## config.mk

```make
export PLATFORM = sky130hd
export DESIGN_NAME = video_to_fifo_ctrl
export DESIGN_NICKNAME = d
export VERILOG_FILES = /design/src/rtl/video_ddr_pkg.sv /design/src/rtl/pixel_packer.sv /design/src/rtl/video_to_fifo_ctrl.sv
export SDC_FILE = /design/constraint.sdc
export NUM_CORES = 1
export LEC_CHECK = 0
export CELL_PAD_IN_SITES_DETAIL_PLACEMENT = 0
export CELL_PAD_IN_SITES_GLOBAL_PLACEMENT = 1
export CORE_MARGIN = 2
export CORE_UTILIZATION = 35
export CTS_CLUSTER_SIZE = 30
export DETAILED_ROUTE_END_ITERATION = 10
export GPL_ROUTABILITY_DRIVEN = 0
export GPL_TIMING_DRIVEN = 1
export PLACE_DENSITY = 0.73
export SLEW_MARGIN = 20
export SYNTH_ARGS = -nofsm -noshare
export SYNTH_HDL_FRONTEND = slang
export SYNTH_HIERARCHICAL = 1
export SYNTH_SLANG_ARGS = --single-unit
```

## constraint.sdc

```tcl
create_clock -name video_clk -period 2.67 [get_ports video_clk]
set_input_delay 0.534 -clock video_clk [delete_from_list [all_inputs] [get_ports video_clk]]
set_output_delay 0.534 -clock video_clk [all_outputs]
set_load 0.01 [all_outputs]
```

## src/rtl/video_ddr_pkg.sv

```systemverilog
// video_ddr_pkg: pixel/word geometry, FSM encodings and word packing shared by the
// video-to-DDR and DDR-to-video controllers.
package video_ddr_pkg;
    localparam int PIX_PER_WORD = 4;
    localparam int PIX_SLOT_W   = 32;
    localparam int PIX_W        = 24;
    localparam int PAD_W        = PIX_SLOT_W - PIX_W;
    localparam int WORD_W       = PIX_PER_WORD * PIX_SLOT_W;

    typedef enum logic {WAIT_VS = 1'b0, ACTIVE = 1'b1} vid_state_e;

    typedef logic [PIX_PER_WORD-1:0][PIX_W-1:0] pix_vec_t;

    // Slot 0 lands in the most significant 32 bits; each pixel is followed by zero padding.
    function automatic logic [WORD_W-1:0] pack_word(input pix_vec_t p);
        return {p[0], {PAD_W{1'b0}}, p[1], {PAD_W{1'b0}},
                p[2], {PAD_W{1'b0}}, p[3], {PAD_W{1'b0}}};
    endfunction
endpackage

```

## src/rtl/pixel_packer.sv

```systemverilog
// pixel_packer: gathers 24-bit pixels into 4-slot 128-bit words, flushes partial words
// at line end and drops writes that meet a full FIFO.
module pixel_packer
    import video_ddr_pkg::*;
(
    input  logic              clk,
    input  logic              rst_n,
    input  logic              clear_i,
    input  logic              pix_vld_i,
    input  logic              line_end_i,
    input  logic [PIX_W-1:0]  pix_i,
    input  logic              fifo_full_i,
    output logic [WORD_W-1:0] data_o,
    output logic              wr_en_o,
    output logic              overflow_o
);
    logic [1:0]        cnt_q, cnt_d;
    pix_vec_t          slot_q, slot_d;
    logic [WORD_W-1:0] data_q;
    logic              wr_en_q, ovf_q, wr_due;

    always_comb begin
        slot_d = slot_q;
        if (pix_vld_i) begin
            // Starting a word wipes stale slots so a later flush reads them as zero.
            if (cnt_q == 2'd0) slot_d = '0;
            slot_d[cnt_q] = pix_i;
        end
        cnt_d  = (clear_i || line_end_i) ? 2'd0 : pix_vld_i ? cnt_q + 2'd1 : cnt_q;
        wr_due = (pix_vld_i && cnt_q == 2'd3) || (line_end_i && cnt_q != 2'd0);
    end

    always_ff @(posedge clk) begin
        if (!rst_n) begin
            cnt_q   <= '0;
            slot_q  <= '0;
            data_q  <= '0;
            wr_en_q <= 1'b0;
            ovf_q   <= 1'b0;
        end else begin
            cnt_q   <= cnt_d;
            slot_q  <= slot_d;
            wr_en_q <= wr_due && !fifo_full_i;
            ovf_q   <= ovf_q || (wr_due && fifo_full_i);
            if (wr_due) data_q <= pack_word(slot_d);
        end
    end

    assign data_o     = data_q;
    assign wr_en_o    = wr_en_q;
    assign overflow_o = ovf_q;
endmodule

```

## src/rtl/video_to_fifo_ctrl.sv

```systemverilog
// video_to_fifo_ctrl: frame-sync FSM, line counter and DDR burst handshake around a
// pixel packer that writes 4-pixel words into the write FIFO.
module video_to_fifo_ctrl
    import video_ddr_pkg::*;
#(
    parameter logic [11:0] H_DISP = 12'd1920,
    parameter logic [11:0] V_DISP = 12'd1080
) (
    input  logic               video_clk,
    input  logic               video_rst_n,
    input  logic               video_vs_in,
    input  logic               video_hs_in,
    input  logic               video_de_in,
    input  logic [PIX_W-1:0]   video_data_in,
    output logic [WORD_W-1:0]  fifo_data_out,
    output logic               fifo_wr_en,
    input  logic               fifo_full,
    output logic               AXI_FULL_BURST_VALID,
    input  logic               AXI_FULL_BURST_READY,
    output logic               frame_start,
    output logic [11:0]        line_cnt,
    output logic               overflow_err,
    output logic               burst_overrun
);
    vid_state_e  state_q;
    logic        vs_q, de_q, frame_start_q, valid_q, overrun_q;
    logic [11:0] line_cnt_q;
    logic [1:0]  pending_q, pending_d;
    logic        active, vs_fall, clear, pix_vld, line_end, dec;
    logic        unused_hs;

    assign unused_hs = video_hs_in;

    if (H_DISP == 12'd0 || V_DISP == 12'd0) begin : g_bad_geom
        $error("video_to_fifo_ctrl: H_DISP and V_DISP must be non-zero");
    end

    always_comb begin
        active    = state_q == ACTIVE;
        vs_fall   = vs_q && !video_vs_in;
        clear     = active && vs_fall;
        pix_vld   = active && !vs_fall && video_de_in;
        line_end  = active && !vs_fall && de_q && !video_de_in;
        dec       = valid_q && AXI_FULL_BURST_READY;
        pending_d = (line_end == dec) ? pending_q :
                    dec ? pending_q - 2'd1 :
                    (pending_q == 2'd3) ? pending_q : pending_q + 2'd1;
    end

    always_ff @(posedge video_clk) begin
        if (!video_rst_n) begin
            state_q       <= WAIT_VS;
            vs_q          <= 1'b0;
            de_q          <= 1'b0;
            frame_start_q <= 1'b0;
            line_cnt_q    <= '0;
            pending_q     <= '0;
            valid_q       <= 1'b0;
            overrun_q     <= 1'b0;
        end else begin
            state_q       <= vs_fall ? ACTIVE : state_q;
            vs_q          <= video_vs_in;
            // Tracking only accepted pixels keeps a frame start from looking like a line end.
            de_q          <= pix_vld;
            frame_start_q <= vs_fall;
            line_cnt_q    <= vs_fall ? 12'd0 :
                             (line_end && line_cnt_q != V_DISP) ? line_cnt_q + 12'd1 : line_cnt_q;
            pending_q     <= pending_d;
            valid_q       <= pending_d != 2'd0;
            overrun_q     <= overrun_q || (line_end && !dec && pending_q == 2'd3);
        end
    end

    pixel_packer u_packer (
        .clk         (video_clk),
        .rst_n       (video_rst_n),
        .clear_i     (clear),
        .pix_vld_i   (pix_vld),
        .line_end_i  (line_end),
        .pix_i       (video_data_in),
        .fifo_full_i (fifo_full),
        .data_o      (fifo_data_out),
        .wr_en_o     (fifo_wr_en),
        .overflow_o  (overflow_err)
    );

    assign AXI_FULL_BURST_VALID = valid_q;
    assign frame_start          = frame_start_q;
    assign line_cnt             = line_cnt_q;
    assign burst_overrun        = overrun_q;
endmodule

```

Yosys cells after proc, flatten, opt, wreduce, memory -nomap -nowiden
Cells that the tools add are included.

storage, ports and cells
  flip-flop bits (word level) = 216
  logic and storage cells = 65

cells by class
  add/subtract/negate cells = 4
  $lt $le $gt $ge = 2
  equal/unequal tests = 4
  multiplexer cells = 9
  bitwise gates (word level) = 1
  reductions and logical operators = 29

operators with widths
  cell                     number
  $mux W96                 3
  $bwmux W96               1
  $demux W24 S2            1
  $mux W24                 1
  $logic_and A1 B1 Y1      15
  $add A12 B1 Y12 const B  1
  $ne A12 B11 Y1 const B   1
  $mux W2                  3
  $logic_not A1 Y1         5
  $add A2 B1 Y2 const B    2
  $eq A2 B2 Y1 const B     2
  $logic_or A1 B1 Y1       4
  $reduce_bool A2 Y1       2
  $reduce_or A2 Y1         2
  $lt A2 B3 Y1 const B     1
  $ge A2 B1 Y1 const B     1
  $logic_not A2 Y1         1
  $sub A2 B1 Y2 const B    1
  $eq A1 B1 Y1             1
  $not A1 Y1               1

Depth between registers and ports, before layout
Gate-level depths: netlist of run 1.

  depth after elaboration = 10
  gate-level depth with buffers = 9
  depth with buffers taken out = 7

Hierarchy
Netlist of run 1, hierarchy kept.

modules (own cells, without submodules)
  module              instances  cells each  area an instance (um^2)  sequential area each (um^2)
  pixel_packer        1          709         7244.4                   3923.8
  video_to_fifo_ctrl  1          106         968.4                    400.4

Worst setup path before layout of run 1
Ideal clock, no wire load.

  path kind = input-to-reg
  start point = input port video_vs_in
  end point = register valid_q, in the netlist AXI_FULL_BURST_VALID
  library setup time = 114 ps
  data arrival time = 1934 ps
  required time = 2556 ps
  path slack = 623 ps
  stages on the path = 7
  path through = nand2b_1 -> nand4b_1 -> inv_1 -> ha_1 -> and2_1 -> o31a_1 -> a21o_1

between the ends
  word-level cells in the longest chain between the ends = 9

ends and longest elaborated chain
  element                            RTL line                  text
  from (decl)                        video_to_fifo_ctrl.sv:11  input logic video_vs_in,
  $logic_not A1 Y1                   video_to_fifo_ctrl.sv:40  vs_fall = vs_q && !video_vs_in;
  $logic_and A1 B1 Y1                video_to_fifo_ctrl.sv:40
  $logic_not A1 Y1                   video_to_fifo_ctrl.sv:43  line_end = active && !vs_fall && de_q && !video_de_in;
  $logic_and A1 B1 Y1 (3 in series)  video_to_fifo_ctrl.sv:43
  net line_end                       video_to_fifo_ctrl.sv:29  logic active, vs_fall, clear, pix_vld, line_end, dec;
  $eq A1 B1 Y1                       video_to_fifo_ctrl.sv:45  pending_d = (line_end == dec) ? pending_q :
  $mux W2                            video_to_fifo_ctrl.sv:45
  $reduce_bool A2 Y1                 video_to_fifo_ctrl.sv:69  valid_q <= pending_d != 2'd0;
  to (signal assigned)               video_to_fifo_ctrl.sv:58  valid_q <= 1'b0;
  to (signal assigned)               video_to_fifo_ctrl.sv:69
  to (decl)                          video_to_fifo_ctrl.sv:26  logic vs_q, de_q, frame_start_q, valid_q, overrun_q;

The timed path passes the listed nets, and every way through them passes these cells.
A chain may end at the register's enable or synchronous reset.

Worst setup path in the final report of run 1
  start point = register line_cnt_q[6], in the netlist line_cnt[6]
  end point = output port line_cnt[6]

RTL lines
  element                 RTL line                  text
  from (decl)             video_to_fifo_ctrl.sv:27  logic [11:0] line_cnt_q;
  from (signal assigned)  video_to_fifo_ctrl.sv:66  line_cnt_q <= vs_fall ? 12'd0 :
  to (decl)               video_to_fifo_ctrl.sv:21  output logic [11:0] line_cnt,

No word-level cell between the ends.

==> results of run 1 <==
[power breakdown]
part	internal, uW	leakage [uW]	total [uW]	switching (uW)
Combinational	93.3	0.00206	242	149
Clock	2060	0.000400	3360	1290
Sequential	3230	0.00174	3240	5.37
Total	5390	0.00420	6840	1450
[layer usage]
metal | track usage | up-vias | wire length, um
met1 | 0.2497 | 3008 | 10200
met5 | 0 | - | 0
met2 | 0.2630 | 153 | 9927
li1 | - | 3128 | -
met3 | 0.04240 | 20 | 1602
met4 | 0.04762 | 0 | 367
[state kept, by name, summed over array words and instances, names as in the netlist, 2 cells and up]
register         count
u_packer/data_o     96
u_packer/slot_q     96
pending_q            2
line_cnt            12
u_packer/cnt_q       2
[worst max-delay path by stage]
stage | startpoint | to | slack (ns)
2_1_floorplan | video_vs_in | AXI_FULL_BURST_VALID | 0.62
3_3_place_gp | video_vs_in | AXI_FULL_BURST_VALID | 0.20
3_5_place_dp | video_vs_in | AXI_FULL_BURST_VALID | 0.19
4_1_cts | line_cnt[0] | line_cnt[0] | 0.59
5_1_grt | line_cnt[2] | line_cnt[2] | 0.53
6_report | line_cnt[6] | line_cnt[6] | 0.61
[cells by family after synthesis]
logic type | share of synthesized area
muxes | 0.03184
AOI/OAI and AO/OA | 0.2299
buffers and inverters | 0.07191
other | 0.0004566
and+or+nand+nor | 0.1178
adders and majority gates | 0.01523
xor gates and xnor gates | 0.006400
DFF | 0.5265
[stage by stage]
step | setup slack, ns | hold WS, ns | util | area [um^2] | instances
final | 0.6106 | 0.4640 | 0.4599 | 10700 | 1266
after global routing | 0.5309 | 0.4909 | 0.4599 | 10700 | 1266
after CTS | 0.5898 | 0.4651 | 0.4599 | 10700 | 1266
after detailed placement | 0.1894 | 0.4547 | 0.4248 | 9881 | 1223
after global placement | 0.2025 | 0.4486 | 0.4248 | 9881 | 1223
after floorplan | 0.6225 | 0.4826 | - | 8329 | 846
[cell type report]
type                            count  area, um^2
Fill cell                        2243       12560
Sequential cell                   216        4324
Multi-Input combinational cell    519        3441
Timing Repair Buffer              161        1687
Clock buffer                       35       723.2
Tap cell                          319       399.1
Clock inverter                      8       95.09
Inverter                            8       30.03
[placed cells by master, fill, tap and decap left out, types with 2 or more instances in the layout]
cell,n
sky130_fd_sc_hd__xnor2_1,3
sky130_fd_sc_hd__nor2_1,8
sky130_fd_sc_hd__o21a_1,2
sky130_fd_sc_hd__a22oi_1,72
sky130_fd_sc_hd__clkbuf_8,6
sky130_fd_sc_hd__a21oi_1,104
sky130_fd_sc_hd__nor2b_1,97
sky130_fd_sc_hd__ha_1,10
sky130_fd_sc_hd__or4_1,2
sky130_fd_sc_hd__mux2i_1,25
sky130_fd_sc_hd__buf_4,10
sky130_fd_sc_hd__o21ai_2,3
sky130_fd_sc_hd__clkinvlp_4,2
sky130_fd_sc_hd__inv_1,8
sky130_fd_sc_hd__nand2b_1,2
sky130_fd_sc_hd__nand3_1,3
sky130_fd_sc_hd__clkinv_2,4
sky130_fd_sc_hd__dfxtp_1,216
sky130_fd_sc_hd__conb_1,32
sky130_fd_sc_hd__clkdlybuf4s50_1,141
sky130_fd_sc_hd__clkbuf_1,4
sky130_fd_sc_hd__o31ai_1,98
sky130_fd_sc_hd__nand4_1,4
sky130_fd_sc_hd__nor4_1,3
sky130_fd_sc_hd__clkbuf_16,25
sky130_fd_sc_hd__xor2_1,3
sky130_fd_sc_hd__nand2_1,8
sky130_fd_sc_hd__or3_1,3
sky130_fd_sc_hd__o21ai_0,6
sky130_fd_sc_hd__and3_1,2
sky130_fd_sc_hd__and2_1,7
sky130_fd_sc_hd__buf_12,10
sky130_fd_sc_hd__bufinv_16,2
==> flow_summary.json, run 1 <==
{
  "run_status": "finished clean",
  "finalSetupViolCount": 0,
  "yosys.cell_count.top_type": "sky130_fd_sc_hd__dfxtp_1",
  "synth.top_cell.area_share": 0.5265,
  "crit_path_cell_trace": "clkdlybuf4s50_1",
  "start_kind": "flop",
  "clock_tree.buffer_depth": 3,
  "postSynth.asyncResetShare": 0,
  "layout_worst_path_cycle_share": 0.7713,
  "detail_route.first_pass.iterations": 5,
  "insertion_delay_ns": 0.51,
  "irDropWorstVdd_mv": 0.3773,
  "standard_cell_with_the_maximum_stage_delay_on_the_critical_path": "sky130_fd_sc_hd__clkdlybuf4s50_1",
  "drtIter0Drc": 414,
  "worst_path_dominant_cell_family": "buffers and inverters",
  "crit-reg2reg-capture": "AXI_FULL_BURST_VALID",
  "sequential_share_of_the_synthesized_area": 0.5265,
  "synth.lib_cells_used.distinct": 47,
  "cts.htree.levels": 1,
  "regToRegStartpoint": "active",
  "ys_seq_elements": 216,
  "finish.net_count": 971,
  "fin_setup_tns_ns": 0,
  "finClkSkew_ns": 0.008183,
  "worstSetupPathDepth": 1,
  "min_period_ns": 2.059,
  "global_route_wire_length_before_repair_um": 34270,
  "floorplan.die.height_um": 157.2,
  "post-cts-setup-buffer-count": 0,
  "synth_top_cell_by_area": "sky130_fd_sc_hd__dfxtp_1",
  "synth_enable_flop_cells": 0,
  "yosys-top-cells-count": "216 x sky130_fd_sc_hd__dfxtp_1, 104 x sky130_fd_sc_hd__a21oi_1, 98 x sky130_fd_sc_hd__nor2b_1, 98 x sky130_fd_sc_hd__o31ai_1, 72 x sky130_fd_sc_hd__a22oi_1",
  "clock_tree_from_tritoncts": "yes",
  "post_synth_main_area_contributors": "sky130_fd_sc_hd__dfxtp_1 53%, sky130_fd_sc_hd__o31ai_1 9.0%, sky130_fd_sc_hd__nor2b_1 7.5%",
  "yosys_warnings": 6,
  "grtUsageTotal": 0.1748,
  "synth_cells": 815,
  "drv_cap": 0,
  "worstSetupPathType": "reg -> out",
  "achievable_frequency_ghz": 0.4856,
  "detail_route.vias_per_cell": 4.983,
  "placementRows": 56,
  "io_buffer_count": 142,
  "die_outline_area_um2": 24710,
  "min_from": "u_packer/overflow_o",
  "cts_root_buf": "sky130_fd_sc_hd__clkbuf_16",
  "setup_repair_after_global_routing_missed_its_margin": "false",
  "syn_area_um2": 8213,
  "design.core.area_um2": 23260,
  "clock_buffers_created_by_tritoncts": 24,
  "place.detailed.hpwl_um": 13600,
  "wl_per_cell_um": 17.46,
  "leakage_uw": 0.004197,
  "grt_start_max_net_pins": 89,
  "start_util": 0.3531,
  "worst_ep_required_time_ns": 2.14,
  "syn_avg_cell_area_um2": 10.08,
  "arrival_ns": 1.53,
  "post_cts_resize_count": 0,
  "postRouteAntennaNets": 0,
  "final-max-slew-violation-count": 0,
  "numClockSinks": 216,
  "leading_register_cell_type_out_of_synthesis": "sky130_fd_sc_hd__dfxtp_1",
  "vias": 6309,
  "antenna_cells": 0,
  "critical_path.n_buffers_inverters": 1,
  "synthToLayoutAreaGrowth_pct": 30.27,
  "worstSetupEndpointType": "primary output",
  "grt_antenna_before_repair": 0,
  "hold_path_class": "reg -> reg",
  "critical_path.max_fanout": 6,
  "worstHoldEndpoint": "u_packer/overflow_o",
  "globalRoute.totalOverflow": 0,
  "crit_path_max_incr_delay_ns": 0.58,
  "postRouteWirelength_um": 22100,
  "detail_route.drc_violations": 0,
  "drive_above_1_share": 0.07814,
  "die_w_um": 157.2,
  "hold_depth": 1,
  "reg2reg_setup_slack_ns": 0.85,
  "grt_pass1_vias": 6058,
  "io_pins": 176,
  "path_clk_slew_ns": 0.06,
  "power.total_uw": 6837,
  "timing_hold_violations_final": 0,
  "reg2regPathDepth": 6,
  "cellPowerDensity_nw_per_um2": 639.1,
  "cts_hold_buf": 0
}
No activity file was read; power rests on OpenSTA's default activity.
==> run 2, diff against run 1 <==
==> constraint.sdc (replaced) <==
create_clock -name video_clk -period 2.1 [get_ports video_clk]
set_input_delay 0.42 -clock video_clk [delete_from_list [all_inputs] [get_ports video_clk]]
set_output_delay 0.42 -clock video_clk [all_outputs]
set_load 0.01 [all_outputs]
==> run 2 against run 1 <==
Against the previous run:
- setup slack lost 0.46 ns
- clock skew rose by 0.0080 ns
- register-to-register slack got worse by 0.50 ns
- sequential power grew 27%
- routed wire length up 0.29%
- first-iteration DRC count down 7.7%
- critical path depth unchanged
- hold slack lost 0.061 ns
- non-clock buffer count increased by 21
- critical endpoint is now line_cnt[2]
- via count increased by 1.5%
- final cell count grew 1.7%
- clock-buffer cell count decreased by 1
==> flow_summary.json, run 2 (synthesis results as in run 1) <==
{
  "drv_cap": 0,
  "floorplan.die.height_um": 157.2,
  "placement.cell_area_um2": 10210,
  "standard_cell_with_the_maximum_stage_delay_on_the_critical_path": "sky130_fd_sc_hd__clkdlybuf4s50_1",
  "hold_path_class": "in -> reg",
  "finish.net_count": 992,
  "critical_path.n_buffers_inverters": 1,
  "setup_ws_ns": 0.1513,
  "crit_path_max_incr_delay_ns": 0.59,
  "crit_path_start": "line_cnt[2]",
  "die_outline_area_um2": 24710,
  "arrival_ns": 1.53,
  "cts_hold_buf": 0,
  "start_util": 0.3531,
  "max_slew.worst_pin.slew_ns": 0.5289,
  "fin_setup_tns_ns": 0,
  "register_area_um2": 4324,
  "worstSetupEndpointType": "primary output",
  "drtIter0Drc": 382,
  "path_clk_slew_ns": 0.06,
  "clock_tree_from_tritoncts": "yes",
  "most-common-layout-cells": "216 x sky130_fd_sc_hd__dfxtp_1, 141 x sky130_fd_sc_hd__clkdlybuf4s50_1, 104 x sky130_fd_sc_hd__a21oi_1, 98 x sky130_fd_sc_hd__o31ai_1, 97 x sky130_fd_sc_hd__nor2b_1",
  "timing_hold_violations_final": 0,
  "global_route_wire_length_before_repair_um": 34330,
  "placement.setup.worst_slack_ns": -0.1616,
  "insertion_delay_ns": 0.51,
  "detail_route.drc_violations": 0,
  "io_buffer_count": 142,
  "detail_route.vias_per_cell": 4.975,
  "worst_path_dominant_cell_family": "buffers and inverters",
  "place.detailed.hpwl_um": 14380,
  "most_frequent_standard_cell_in_the_layout_excluding_fill_and_tap_cells": "sky130_fd_sc_hd__dfxtp_1",
  "irDropWorstVdd_mv": 0.5730,
  "critical_path.max_fanout": 6,
  "die_w_um": 157.2,
  "min_period_ns": 1.949,
  "drive_above_1_share": 0.09814,
  "min_from": "video_rst_n",
  "antenna_cells": 0,
  "post-route-util": 0.4738,
  "synthToLayoutAreaGrowth_pct": 34.20,
  "finalSetupViolCount": 0,
  "design.core.area_um2": 23260,
  "run_status": "finished clean",
  "start_kind": "flop",
  "setup_repair_after_global_routing_missed_its_margin": "false",
  "post-cts-setup-buffer-count": 0,
  "max-slew-margin-rel": 0.6474,
  "vias": 6403,
  "cts_root_buf": "sky130_fd_sc_hd__clkbuf_16",
  "grt_start_max_net_pins": 49,
  "worst_ep_required_time_ns": 1.68,
  "globalRoute.totalOverflow": 0,
  "wl_per_cell_um": 17.22,
  "postLayoutCellArea_um2": 11020,
  "cellPowerDensity_nw_per_um2": 788.6,
  "leakage_uw": 0.004364,
  "numClockSinks": 216,
  "crit_path_cell_trace": "clkdlybuf4s50_1",
  "power.total_uw": 8691,
  "io_pins": 176,
  "postRouteAntennaNets": 0,
  "achievable_frequency_ghz": 0.5132,
  "multi_input_comb_area_um2": 3441,
  "post_cts_resize_count": 0,
  "fillers": 2230,
  "clock_buffers_created_by_tritoncts": 24,
  "final-max-slew-violation-count": 0,
  "layout_worst_path_cycle_share": 0.9279,
  "placementRows": 56,
  "finClkSkew_ns": 0.01623,
  "worstSetupPathType": "reg -> out",
  "cts.htree.levels": 1,
  "detail_route.first_pass.iterations": 5,
  "clock_tree.buffer_depth": 3,
  "grt_antenna_before_repair": 0,
  "regToRegStartpoint": "active",
  "grt_pass1_vias": 6096,
  "grtUsageTotal": 0.1752,
  "postRouteWirelength_um": 22170
}
[run 2: worst paths after layout]
| path | end | slack, ns | cells past startpoint |
|---|---|---|---|
| max | line_cnt[2] | 0.15 | 1 |
| min | active | 0.40 | 2 |
| max reg2reg | u_packer/data_o[44] | 0.35 | 5 |
| min reg2reg | u_packer/overflow_o | 0.47 | 1 |
[run 2: metrics by stage]
step	cells	hold slack (ns)
floorplan	846	0.4826
global placement	1244	0.4477
detailed placement	1244	0.4565
CTS	1287	0.3950
global route	1287	0.4199
finish	1287	0.4033
[run 2: layout make-up]
| cell class | count | share of cell area |
|---|---|---|
| Sequential cell | 216 | 0.3923 |
| Multi-Input combinational cell | 519 | 0.3122 |
| Timing Repair Buffer | 182 | 0.1832 |
| Clock buffer | 34 | 0.06437 |
| Tap cell | 319 | 0.03621 |
| Clock inverter | 9 | 0.008968 |
| Inverter | 8 | 0.002724 |
[run 2: layer usage]
layer  GRT usage  wire [um]  up-vias
met5           0          0        -
met4     0.04026        375        0
met3     0.03717       1383       27
met2      0.2685       9987      171
met1      0.2524      10420     3036
li1            -          -     3169
[run 2: power breakdown]
group          leakage, uW  switching, uW  total (uW)  internal (uW)
registers          0.00174           6.98        4120           4110
clock network     0.000405           1650        4250           2590
logic              0.00222            195         325            131
==> run 3, diff against run 2 <==
--- a/config.mk
+++ b/config.mk
@@ -14,6 +14,7 @@
 export GPL_ROUTABILITY_DRIVEN = 0
 export GPL_TIMING_DRIVEN = 1
 export PLACE_DENSITY = 0.73
+export SKIP_LAST_GASP = 1
 export SLEW_MARGIN = 20
 export SYNTH_ARGS = -nofsm -noshare
 export SYNTH_HDL_FRONTEND = slang
==> results of run 3 <==
Same layout as run 2: the final DEF is identical, and so are final timing and power.
